**config.mk**
```make
export PLATFORM = sky130hd
export DESIGN_NAME = p405s_icu_fill_reader
export DESIGN_NICKNAME = d
export VERILOG_FILES = /design/src/rtl/p405s_icu_fill_pkg.sv /design/src/rtl/p405s_icu_fill_ptr.sv /design/src/rtl/p405s_icu_fill_reader.sv
export SDC_FILE = /design/constraint.sdc
export NUM_CORES = 1
export LEC_CHECK = 0
export ABC_AREA = 1
export CAP_MARGIN = 40
export CORE_ASPECT_RATIO = 1.25
export CORE_MARGIN = 8
export CORE_UTILIZATION = 50
export DETAILED_ROUTE_END_ITERATION = 12
export PLACE_DENSITY = 0.7
export SLEW_MARGIN = 15
export SYNTH_ARGS = -nofsm -noshare
export SYNTH_HDL_FRONTEND = slang
export SYNTH_SLANG_ARGS = --single-unit
```
**constraint.sdc**
```tcl
create_clock -name CB -period 8.1 [get_ports CB]
set_input_delay 0.81 -clock CB [delete_from_list [all_inputs] [get_ports CB]]
set_output_delay 0.81 -clock CB [all_outputs]
set_load 0.005 [all_outputs]
```
**src/rtl/p405s_icu_fill_pkg.sv**
```systemverilog
// Shared types and defaults for the ICU line-fill read path.
// Optional parity storage is enabled with ICU_FILL_PARITY_EN.
package p405s_icu_fill_pkg;

    localparam int DW_DEF    = 32;
    localparam int WORDS_DEF = 8;
    localparam int IDXW_DEF  = 3;

    typedef enum logic {
        ST_IDLE   = 1'b0,
        ST_STREAM = 1'b1
    } state_e;

    function automatic int unsigned wrap_inc(
        input int unsigned idx,
        input int unsigned words
    );
        return (idx + 1) % words;
    endfunction

endpackage

```
**src/rtl/p405s_icu_fill_ptr.sv**
```systemverilog
// Read pointer and consumed-word counter for the fill buffer.
// Priority: clear, then load, then increment.
module p405s_icu_fill_ptr
    import p405s_icu_fill_pkg::*;
#(
    parameter int WORDS = WORDS_DEF,
    parameter int IDXW  = IDXW_DEF
) (
    input  logic            CB,
    input  logic            RST_N,
    input  logic            load_i,
    input  logic [IDXW-1:0] load_idx_i,
    input  logic            inc_i,
    input  logic            clr_i,
    output logic [IDXW-1:0] rdptr_o,
    output logic            last_o
);

    logic [IDXW-1:0] rdptr_q, rdptr_d;
    logic [IDXW-1:0] cnt_q, cnt_d;

    always_comb begin
        rdptr_d = rdptr_q;
        cnt_d   = cnt_q;
        if (clr_i) begin
            rdptr_d = '0;
            cnt_d   = '0;
        end else if (load_i) begin
            rdptr_d = load_idx_i;
            cnt_d   = '0;
        end else if (inc_i) begin
            rdptr_d = IDXW'(wrap_inc(int'(rdptr_q), WORDS));
            cnt_d   = cnt_q + IDXW'(1);
        end
    end

    always_ff @(posedge CB or negedge RST_N) begin
        if (!RST_N) begin
            rdptr_q <= '0;
            cnt_q   <= '0;
        end else begin
            rdptr_q <= rdptr_d;
            cnt_q   <= cnt_d;
        end
    end

    assign rdptr_o = rdptr_q;
    assign last_o  = (cnt_q == IDXW'(WORDS - 1));

endmodule

```
**src/rtl/p405s_icu_fill_reader.sv**
```systemverilog
// ICU line-fill reader: captures PLB words in any order, replays critical-word-first.
// Define ICU_FILL_PARITY_EN to add per-word parity storage and FETCH_PERR.
module p405s_icu_fill_reader
    import p405s_icu_fill_pkg::*;
#(
    parameter int DW    = DW_DEF,
    parameter int WORDS = WORDS_DEF,
    parameter int IDXW  = IDXW_DEF
) (
    input  logic            CB,
    input  logic            RST_N,
    input  logic            FILL_START,
    input  logic [IDXW-1:0] FILL_CRIT_IDX,
    input  logic            FILL_ABORT,
    input  logic            PLB_DVAL,
    input  logic [IDXW-1:0] PLB_WIDX,
    input  logic [0:DW-1]   PLB_DATA,
`ifdef ICU_FILL_PARITY_EN
    input  logic            PLB_DPAR,
    output logic            FETCH_PERR,
`endif
    input  logic            FETCH_HOLD,
    output logic            FETCH_VAL,
    output logic [IDXW-1:0] FETCH_IDX,
    output logic [0:DW-1]   FETCH_DATA,
    output logic            LINE_DONE,
    output logic            BUSY
);

    state_e           state_q, state_d;
    logic [WORDS-1:0] vld_q, vld_d;
    logic             done_q, done_d;
    logic [0:DW-1]    mem_q [WORDS];

    logic            wr_en;
    logic            ld, inc, clr;
    logic            last;
    logic            consume;
    logic [IDXW-1:0] rdptr;

    p405s_icu_fill_ptr #(
        .WORDS (WORDS),
        .IDXW  (IDXW)
    ) u_ptr (
        .CB         (CB),
        .RST_N      (RST_N),
        .load_i     (ld),
        .load_idx_i (FILL_CRIT_IDX),
        .inc_i      (inc),
        .clr_i      (clr),
        .rdptr_o    (rdptr),
        .last_o     (last)
    );

    assign BUSY      = (state_q == ST_STREAM);
    assign FETCH_VAL = BUSY && vld_q[rdptr];
    assign FETCH_IDX = rdptr;
    assign FETCH_DATA = FETCH_VAL ? mem_q[rdptr] : '0;
    assign LINE_DONE = done_q;
    assign consume   = FETCH_VAL && !FETCH_HOLD;

    always_comb begin
        state_d = state_q;
        vld_d   = vld_q;
        done_d  = 1'b0;
        wr_en   = 1'b0;
        ld      = 1'b0;
        inc     = 1'b0;
        clr     = 1'b0;
        unique case (state_q)
            ST_IDLE: begin
                if (FILL_START && !FILL_ABORT) begin
                    state_d = ST_STREAM;
                    vld_d   = '0;
                    ld      = 1'b1;
                end
            end
            ST_STREAM: begin
                if (FILL_ABORT) begin
                    // Abort drops any same-cycle write and consume.
                    state_d = ST_IDLE;
                    vld_d   = '0;
                    clr     = 1'b1;
                end else begin
                    if (PLB_DVAL && !vld_q[PLB_WIDX]) begin
                        wr_en           = 1'b1;
                        vld_d[PLB_WIDX] = 1'b1;
                    end
                    if (consume) begin
                        inc = 1'b1;
                        if (last) begin
                            state_d = ST_IDLE;
                            done_d  = 1'b1;
                            clr     = 1'b1;
                        end
                    end
                end
            end
            default: state_d = ST_IDLE;
        endcase
    end

    always_ff @(posedge CB or negedge RST_N) begin
        if (!RST_N) begin
            state_q <= ST_IDLE;
            vld_q   <= '0;
            done_q  <= 1'b0;
        end else begin
            state_q <= state_d;
            vld_q   <= vld_d;
            done_q  <= done_d;
        end
    end

    // Line storage carries no reset; the valid mask qualifies every read.
    always_ff @(posedge CB) begin
        if (wr_en) begin
            mem_q[PLB_WIDX] <= PLB_DATA;
        end
    end

`ifdef ICU_FILL_PARITY_EN
    logic [WORDS-1:0] par_q;

    always_ff @(posedge CB) begin
        if (wr_en) begin
            par_q[PLB_WIDX] <= PLB_DPAR;
        end
    end

    assign FETCH_PERR = FETCH_VAL && (par_q[rdptr] != (^mem_q[rdptr]));
`endif

endmodule

```
==> key figures, run 1 <==
Layout
  • Area of the multi-input gates: 2766 um^2
  • Most frequent cells in the layout: 256 x edfxtp_1, 196 x nand2_1, 107 x a21oi_1
  • # nets final: approximately 960
  • Fill count: 1736
  • Most common cell after layout, fill and taps aside: edfxtp_1
  • Fraction of layout cells with a size suffix above 1: approximately an eighth
  • Register area: 8093 um^2
  • Area Overhead vs Synth: 16.65%

Timing
  • Max-slew violations: 0
  • Post-route clock period utilization: 56.22%
  • Fmax: 219.6 MHz
  • TNS Setup: 0 ps
  • Slew @ Worst Pin: 767.1 ps
  • Unrepaired setup endpoints after global routing: no
  • Fin crit period: 4554 ps
  • Endpoints failing setup: 0
  • Hold Vio Cnt, Final: 0
  • Setup WS post-layout: 3546 ps
  • Slew margin rel.: 48.70%
  • Layout Skew: 12.61 ps

Global route
  • Vias in the first global route: 7024
  • GRT overflow: 0
  • Initial antenna violation count: 1
  • First-pass GRT wire length: ~37000 um
  • Pin count of the biggest net entering global routing: 70
  • GRT Util Overall: 17.27%

Place
  • Placer Congestion: 0.7774
  • DP Wirelength: 13880 um
  • Port Buffers: 81
  • Dpl ws: approximately 4100 ps

Route
  • Via/cell ratio: 5.711
  • Pre-antenna DRT Iters: 5
  • DRT iter0 DRCs: 523
  • Total number of vias: 6928
  • Total Wirelength: 23800 um
  • WL/cell: 19.62 um
  • DRC: 0
  • DRT antenna net count: 0

Setup path
  • Crit-path slowest cell: dfrtp_4
  • R2R Path End: u_ptr.cnt_q[0]
  • Critical Path End Type: output pin
  • Worst reg2reg startpoint: u_ptr.rdptr_o[0]
  • Crit-path cells: inv_4, buf_4, buf_12, nand2_1, a22oi_1, nor2_1, a211oi_2, clkdlybuf4s50_1
  • R2r setup slk: 5420 ps
  • CP peak stage delay: slightly below 800 ps
  • Worst-path maximum fanout: 69
  • Setup Crit Path Kind: reg2out
  • Type of origin of the critical path: flip-flop
  • Critical Path AT: 3740 ps
  • Crit path required time: between 7000 and 8000 ps
  • Cells on worst reg2reg path: 12

Clock tree
  • Clock buffer depth: 3
  • Clk pin slew, worst setup/hold paths: 70 ps
  • Setup bufs post-CTS: 0
  • H-tree depth: 1
  • Post_cts resized: 0
  • Clk_lat worst skew: about 520 ps
  • TritonCTS clock tree: yes
  • Num CTS Buffers: 25
  • Clk sinks: 272
  • Hold buffer count at CTS: 0
  • Root buffer cell: clkbuf_16

Floorplan
  • Die Wd: 149.9 um
  • Initial core utilization: 50.64%
  • Core Region: 22130 um^2
  • Row count: 61
  • Die ar.: 27500 um^2
  • IO Pins: 82
  • Die H: 183.4 um

Synthesis
  • Simple-Gate Fraction of Synth Area: 10.01%
  • Seq/Total Area, Yosys: 72.15%
  • Post-synthesis compound-gate area fraction: 13.46%
  • Synth cell types: 32
  • Cells after Synth: 841
  • Avg Cell Area, Syn: approximately 13 um^2
  • Syn Nets: slightly below 900
  • Biggest area consumer among synthesized cells: edfxtp_1
  • Largest family of logic cells by synthesized area: compound AO/OA/AOI/OAI gates
  • Area share of the largest cell type after synthesis: 68.58%
  • Synth warn: 0
  • Post-synthesis adder-cell area fraction: 0.3349%
  • Top cells by area, synth: edfxtp_1 69%, nand2_1 6.6%, a21oi_1 4.8%
  • Mux contribution to synthesized area: 0.3014%
  • FF+latch count, synth: 272
  • Mapped Area: between 10000 and 15000 um^2
  • XOR/XNOR Fraction of Synth Area: 0.07813%

Hold path
  • WHS Endpoint: u_ptr.cnt_q[2]
  • Hold Crit Class: reg2reg
  • Hold Path Depth: 2
  • Min-delay src: u_ptr.cnt_q[2]

Pwr
  • Pwr dens: 286.8 nW/um^2
  • Power after layout: 3751 uW
  • Max IR drop VDD: ~0.17 mV
  • Leakage Power: 0.004534 uW

Flow run
  • Max Cap Viol: 0

Status
  • Status: finished, final reports clean
critical path: cells and delay by family, from the launching register on:
family	cells	cell delay [ps]
AO/OA/AOI/OAI	2	470
buffers and inverters	4	1790
flip-flops	1	770
AND/OR/NAND/NOR	2	180
cell usage after synthesis, drive strengths merged:
cell type and count:
a21oi 108, nor2 44, nand3 18, nor3 4, o211ai 1, nand2 201, a22oi 32, mux2 3
nand4 3, a211oi 32, inv 27, clkbuf 9, ha 3, a32o 32, nor4 4, edfxtp 256
buf 46, dfrtp 16, o22ai 1, xor2 1
cell type report:
cell class,count,area share [%]
sequential,272,61.89
timing repair buffer,97,7.712
inverter,27,0.8133
multi-input combinational,487,21.16
clock buffer,29,4.899
tap,283,2.708
antenna,1,0.01914
clock inverter,17,0.8038
stage by stage:
| step | hold slack [ps] | std cells | util [%] | area, um^2 |
|---|---|---|---|---|
| 2_1_floorplan | 472.6 | 841 | - | 11210 |
| 3_3_place_gp | 492.1 | 1161 | 55.18 | 12210 |
| 3_5_place_dp | 500.2 | 1166 | 55.70 | 12330 |
| 4_1_cts | 516.8 | 1212 | 59.07 | 13070 |
| 5_1_grt | 539.8 | 1213 | 59.08 | 13080 |
| 6_report | 518.7 | 1213 | 59.08 | 13080 |
cells by family (layout without fill, tap and decap cells):
logic type / count (synthesis) / after routing
buffers and inverters: 82 / 170
multiplexers: 3 / 3
adder cells (fa/ha/maj): 3 / 3
AND/OR/NAND/NOR: 274 / 274
AO/OA/AOI/OAI: 206 / 206
other: 0 / 1
XOR/XNOR: 1 / 1
flip-flops: 272 / 272
routing by layer:
metal	GRT usage (%)	share of wire, %	vias up
met5	0	0	-
met4	5.569	2.3	0
met3	2.367	5.2	40
met2	30.36	51	181
met1	21.56	42	3458
li1	-	-	3249
how the worst max path moves through the flow:
| stage | start | slack [ps] | to | cells past startpoint |
|---|---|---|---|---|
| floorplan | PLB_WIDX[0] | 3000 | mem_q[1][0] | 8 |
| global placement | u_ptr.rdptr_o[0] | 3890 | FETCH_DATA[31] | 9 |
| detailed placement | u_ptr.rdptr_o[0] | 4080 | FETCH_DATA[0] | 8 |
| CTS | u_ptr.rdptr_o[0] | 3510 | FETCH_DATA[19] | 8 |
| global route | u_ptr.rdptr_o[0] | 3240 | FETCH_DATA[19] | 10 |
| finish | u_ptr.rdptr_o[0] | 3550 | FETCH_DATA[19] | 8 |
report_power, final:
group / switching, uW / internal (uW)
combinational: 634 / 400
sequential: 74.4 / 1560
clock: 481 / 597
total: 1190 / 2560
sequential cells by signal, indices dropped and copies added, names as in the netlist:
signal and count:
BUSY 1, LINE_DONE 1, mem_q 256, u_ptr.cnt_q 3
u_ptr.rdptr_o 3, vld_q 8
Note: power is estimated with default switching activity, not from simulation.
==> run 2, diff against run 1 <==
--- a/config.mk
+++ b/config.mk
@@ -11,7 +11,7 @@
 export CORE_MARGIN = 8
 export CORE_UTILIZATION = 50
 export DETAILED_ROUTE_END_ITERATION = 12
-export PLACE_DENSITY = 0.7
+export PLACE_DENSITY = 0.72
 export SLEW_MARGIN = 15
 export SYNTH_ARGS = -nofsm -noshare
 export SYNTH_HDL_FRONTEND = slang
==> constraint.sdc (replaced) <==
create_clock -name CB -period 4.1 [get_ports CB]
set_input_delay 0.41 -clock CB [delete_from_list [all_inputs] [get_ports CB]]
set_output_delay 0.41 -clock CB [all_outputs]
set_load 0.005 [all_outputs]
==> run 2 against run 1 <==
- count of clock-buffer cells in the layout grew 4
- critical endpoint is now FETCH_DATA[30]
- setup slack worse by 2800 ps
- clock skew fell by 7.0 ps
- wire length decreased by 0.16%
- cell area grew 0.23%
- sequential share of layout area is 0.12 points lower
- total power grew 98%
- via count unchanged
- first-iteration DRC count decreased by 12%
==> key figures, run 2 (synthesis results as in run 1) <==
Status
  • Status: finished, final reports clean

Floorplan
  • Row count: 61
  • Initial core utilization: 50.64%
  • Core Region: 22130 um^2
  • Die Wd: 149.9 um
  • IO Pins: 82
  • Die ar.: approximately 27000 um^2
  • Die H: 183.4 um

Global route
  • Initial antenna violation count: 0
  • First-pass GRT wire length: ~38000 um
  • Vias in the first global route: 6930
  • GRT Util Overall: 17.37%
  • Pin count of the biggest net entering global routing: 113
  • GRT overflow: 0

Route
  • DRT antenna net count: 0
  • Met1 WL: 9909 um
  • WL/cell: between 15 and 20 um
  • Top Metal Used: met4
  • WL met3: 998 um
  • Pre-antenna DRT Iters: 4
  • Via/cell ratio: between 5 and 6
  • DRC: 0
  • Total number of vias: 6928
  • Met2 wire len: approximately 12000 um
  • Total Wirelength: 23760 um
  • DRT iter0 DRCs: 460

Setup path
  • Critical Path End Type: output pin
  • Crit path from: u_ptr.rdptr_o[0]
  • Type of origin of the critical path: flip-flop
  • Crit-path slowest cell: dfrtp_4
  • Crit path required time: around 3700 ps
  • Critical Path AT: 2970 ps
  • Crit-path cells: inv_4, buf_4, nand2_1, a22oi_1, nor2_1, a211oi_2, clkdlybuf4s50_1
  • Worst-path maximum fanout: 51
  • Setup Crit Path Kind: reg2out
  • CP peak stage delay: 620 ps
  • Worst reg2reg startpoint: BUSY

Clock tree
  • TritonCTS clock tree: yes
  • Root buffer cell: clkbuf_16
  • Clk_lat worst skew: around 520 ps
  • Clk pin slew, worst setup/hold paths: roughly 60 ps
  • Clock buffer depth: 3
  • H-tree depth: 1
  • Post_cts resized: 0
  • Setup bufs post-CTS: 0
  • Clk sinks: 272
  • Hold buffer count at CTS: 0
  • Num CTS Buffers: 27

Pwr
  • Max IR drop VDD: 0.4359 mV
  • Pwr dens: 565.9 nW/um^2
  • Power after layout: between 7000 and 8000 uW
  • Leakage Power: 0.004565 uW

Layout
  • Reg with most FFs: mem_q
  • Finished Core Util: between 50 and 60%
  • Largest regs: mem_q: 256 flops, vld_q: 8 flops
  • Antenna cells: 0
  • # nets final: between 900 and 1000
  • Max reg flops: ~260
  • Most common cell after layout, fill and taps aside: edfxtp_1
  • Area Overhead vs Synth: 16.92%
  • Most frequent cells in the layout: 256 x edfxtp_1, 196 x nand2_1, 107 x a21oi_1
  • Fraction of layout cells with a size suffix above 1: between 10% and 20%

Timing
  • Unrepaired setup endpoints after global routing: no
  • Hold Vio Cnt, Final: 0
  • Fmax: 295.7 MHz
  • Layout Skew: 5.580 ps
  • Endpoints failing setup: 0
  • Slew @ Worst Pin: ~760 ps
  • Slew margin rel.: 49.13%
  • Max-slew violations: 0
  • Fin crit period: around 3400 ps
  • Post-route clock period utilization: 82.48%

Hold path
  • Hold Crit Class: in2async

Place
  • Placer Congestion: 0.8242
  • DP Wirelength: 14660 um
  • Port Buffers: between 80 and 90

Flow run
  • Max Cap Viol: 0
run 2: changes by cell type in the layout (fill, tap and decap cells not counted), moves of 2 or more:
cell | previous run | this run
buf_4 | 11 | 24
buf_12 | 3 | 1
buf_16 | 2 | 0
clkbuf_1 | 4 | 6
clkbuf_16 | 25 | 27
clkinv_1 | 9 | 7
clkinv_2 | 5 | 3
clkinv_4 | 0 | 2
run 2: layout make-up:
cell class                      count  area, um^2
Clock inverter                     13       75.07
Sequential cell                   272        8095
Inverter                           27       106.4
Tap cell                          283       354.1
Fill cell                        1770        9027
Timing Repair Buffer              106        1011
Clock buffer                       33       698.2
Multi-Input combinational cell    487        2766
run 2: worst paths after layout:
kind,slack (ps),depth (start not counted),endpoint
worst max register to register,1790,5,mem_q[7][17]
max in group asynchronous,3200,1,u_ptr.rdptr_o[0]
min in group CB,490,2,LINE_DONE
worst min-delay path,340,1,u_ptr.cnt_q[2]
worst max-delay path,720,7,FETCH_DATA[30]
worst min register to register,520,2,u_ptr.cnt_q[2]
run 2: metal layers:
layer / vias to the layer above / GRT usage, %
li1: 3276 / -
met1: 3471 / 21.79
met2: 152 / 30.97
met3: 29 / 2.194
met4: 0 / 4.688
met5: - / 0
run 2: stage by stage:
stage               area (um^2)  cells  TNS (ps)  worst slack (ps)  hold slack [ps]
floorplan                 11210    841    -76610            -598.6            114.4
CTS                       13110   1221         0             683.1            339.4
global route              13110   1221         0             554.2            388.1
finish                    13110   1221         0             718.5            344.2
detailed placement        12330   1175         0             881.6            514.1
global placement          12330   1175         0             938.1            485.4
run 2: worst max-delay path: cells and delay by family, from the launching register on:
family | cells | cell delay (ps)
and+or+nand+nor | 2 | 170
AOI/OAI and AO/OA | 2 | 470
DFF | 1 | 620
buffers and inverters | 3 | 1180
run 2: where the power goes:
group | leakage (uW) | switching [uW] | internal (uW)
clock | 0.000378 | 965 | 1210
combinational | 0.00167 | 1280 | 789
sequential | 0.00252 | 81.2 | 3090
total | 0.00456 | 2330 | 5090
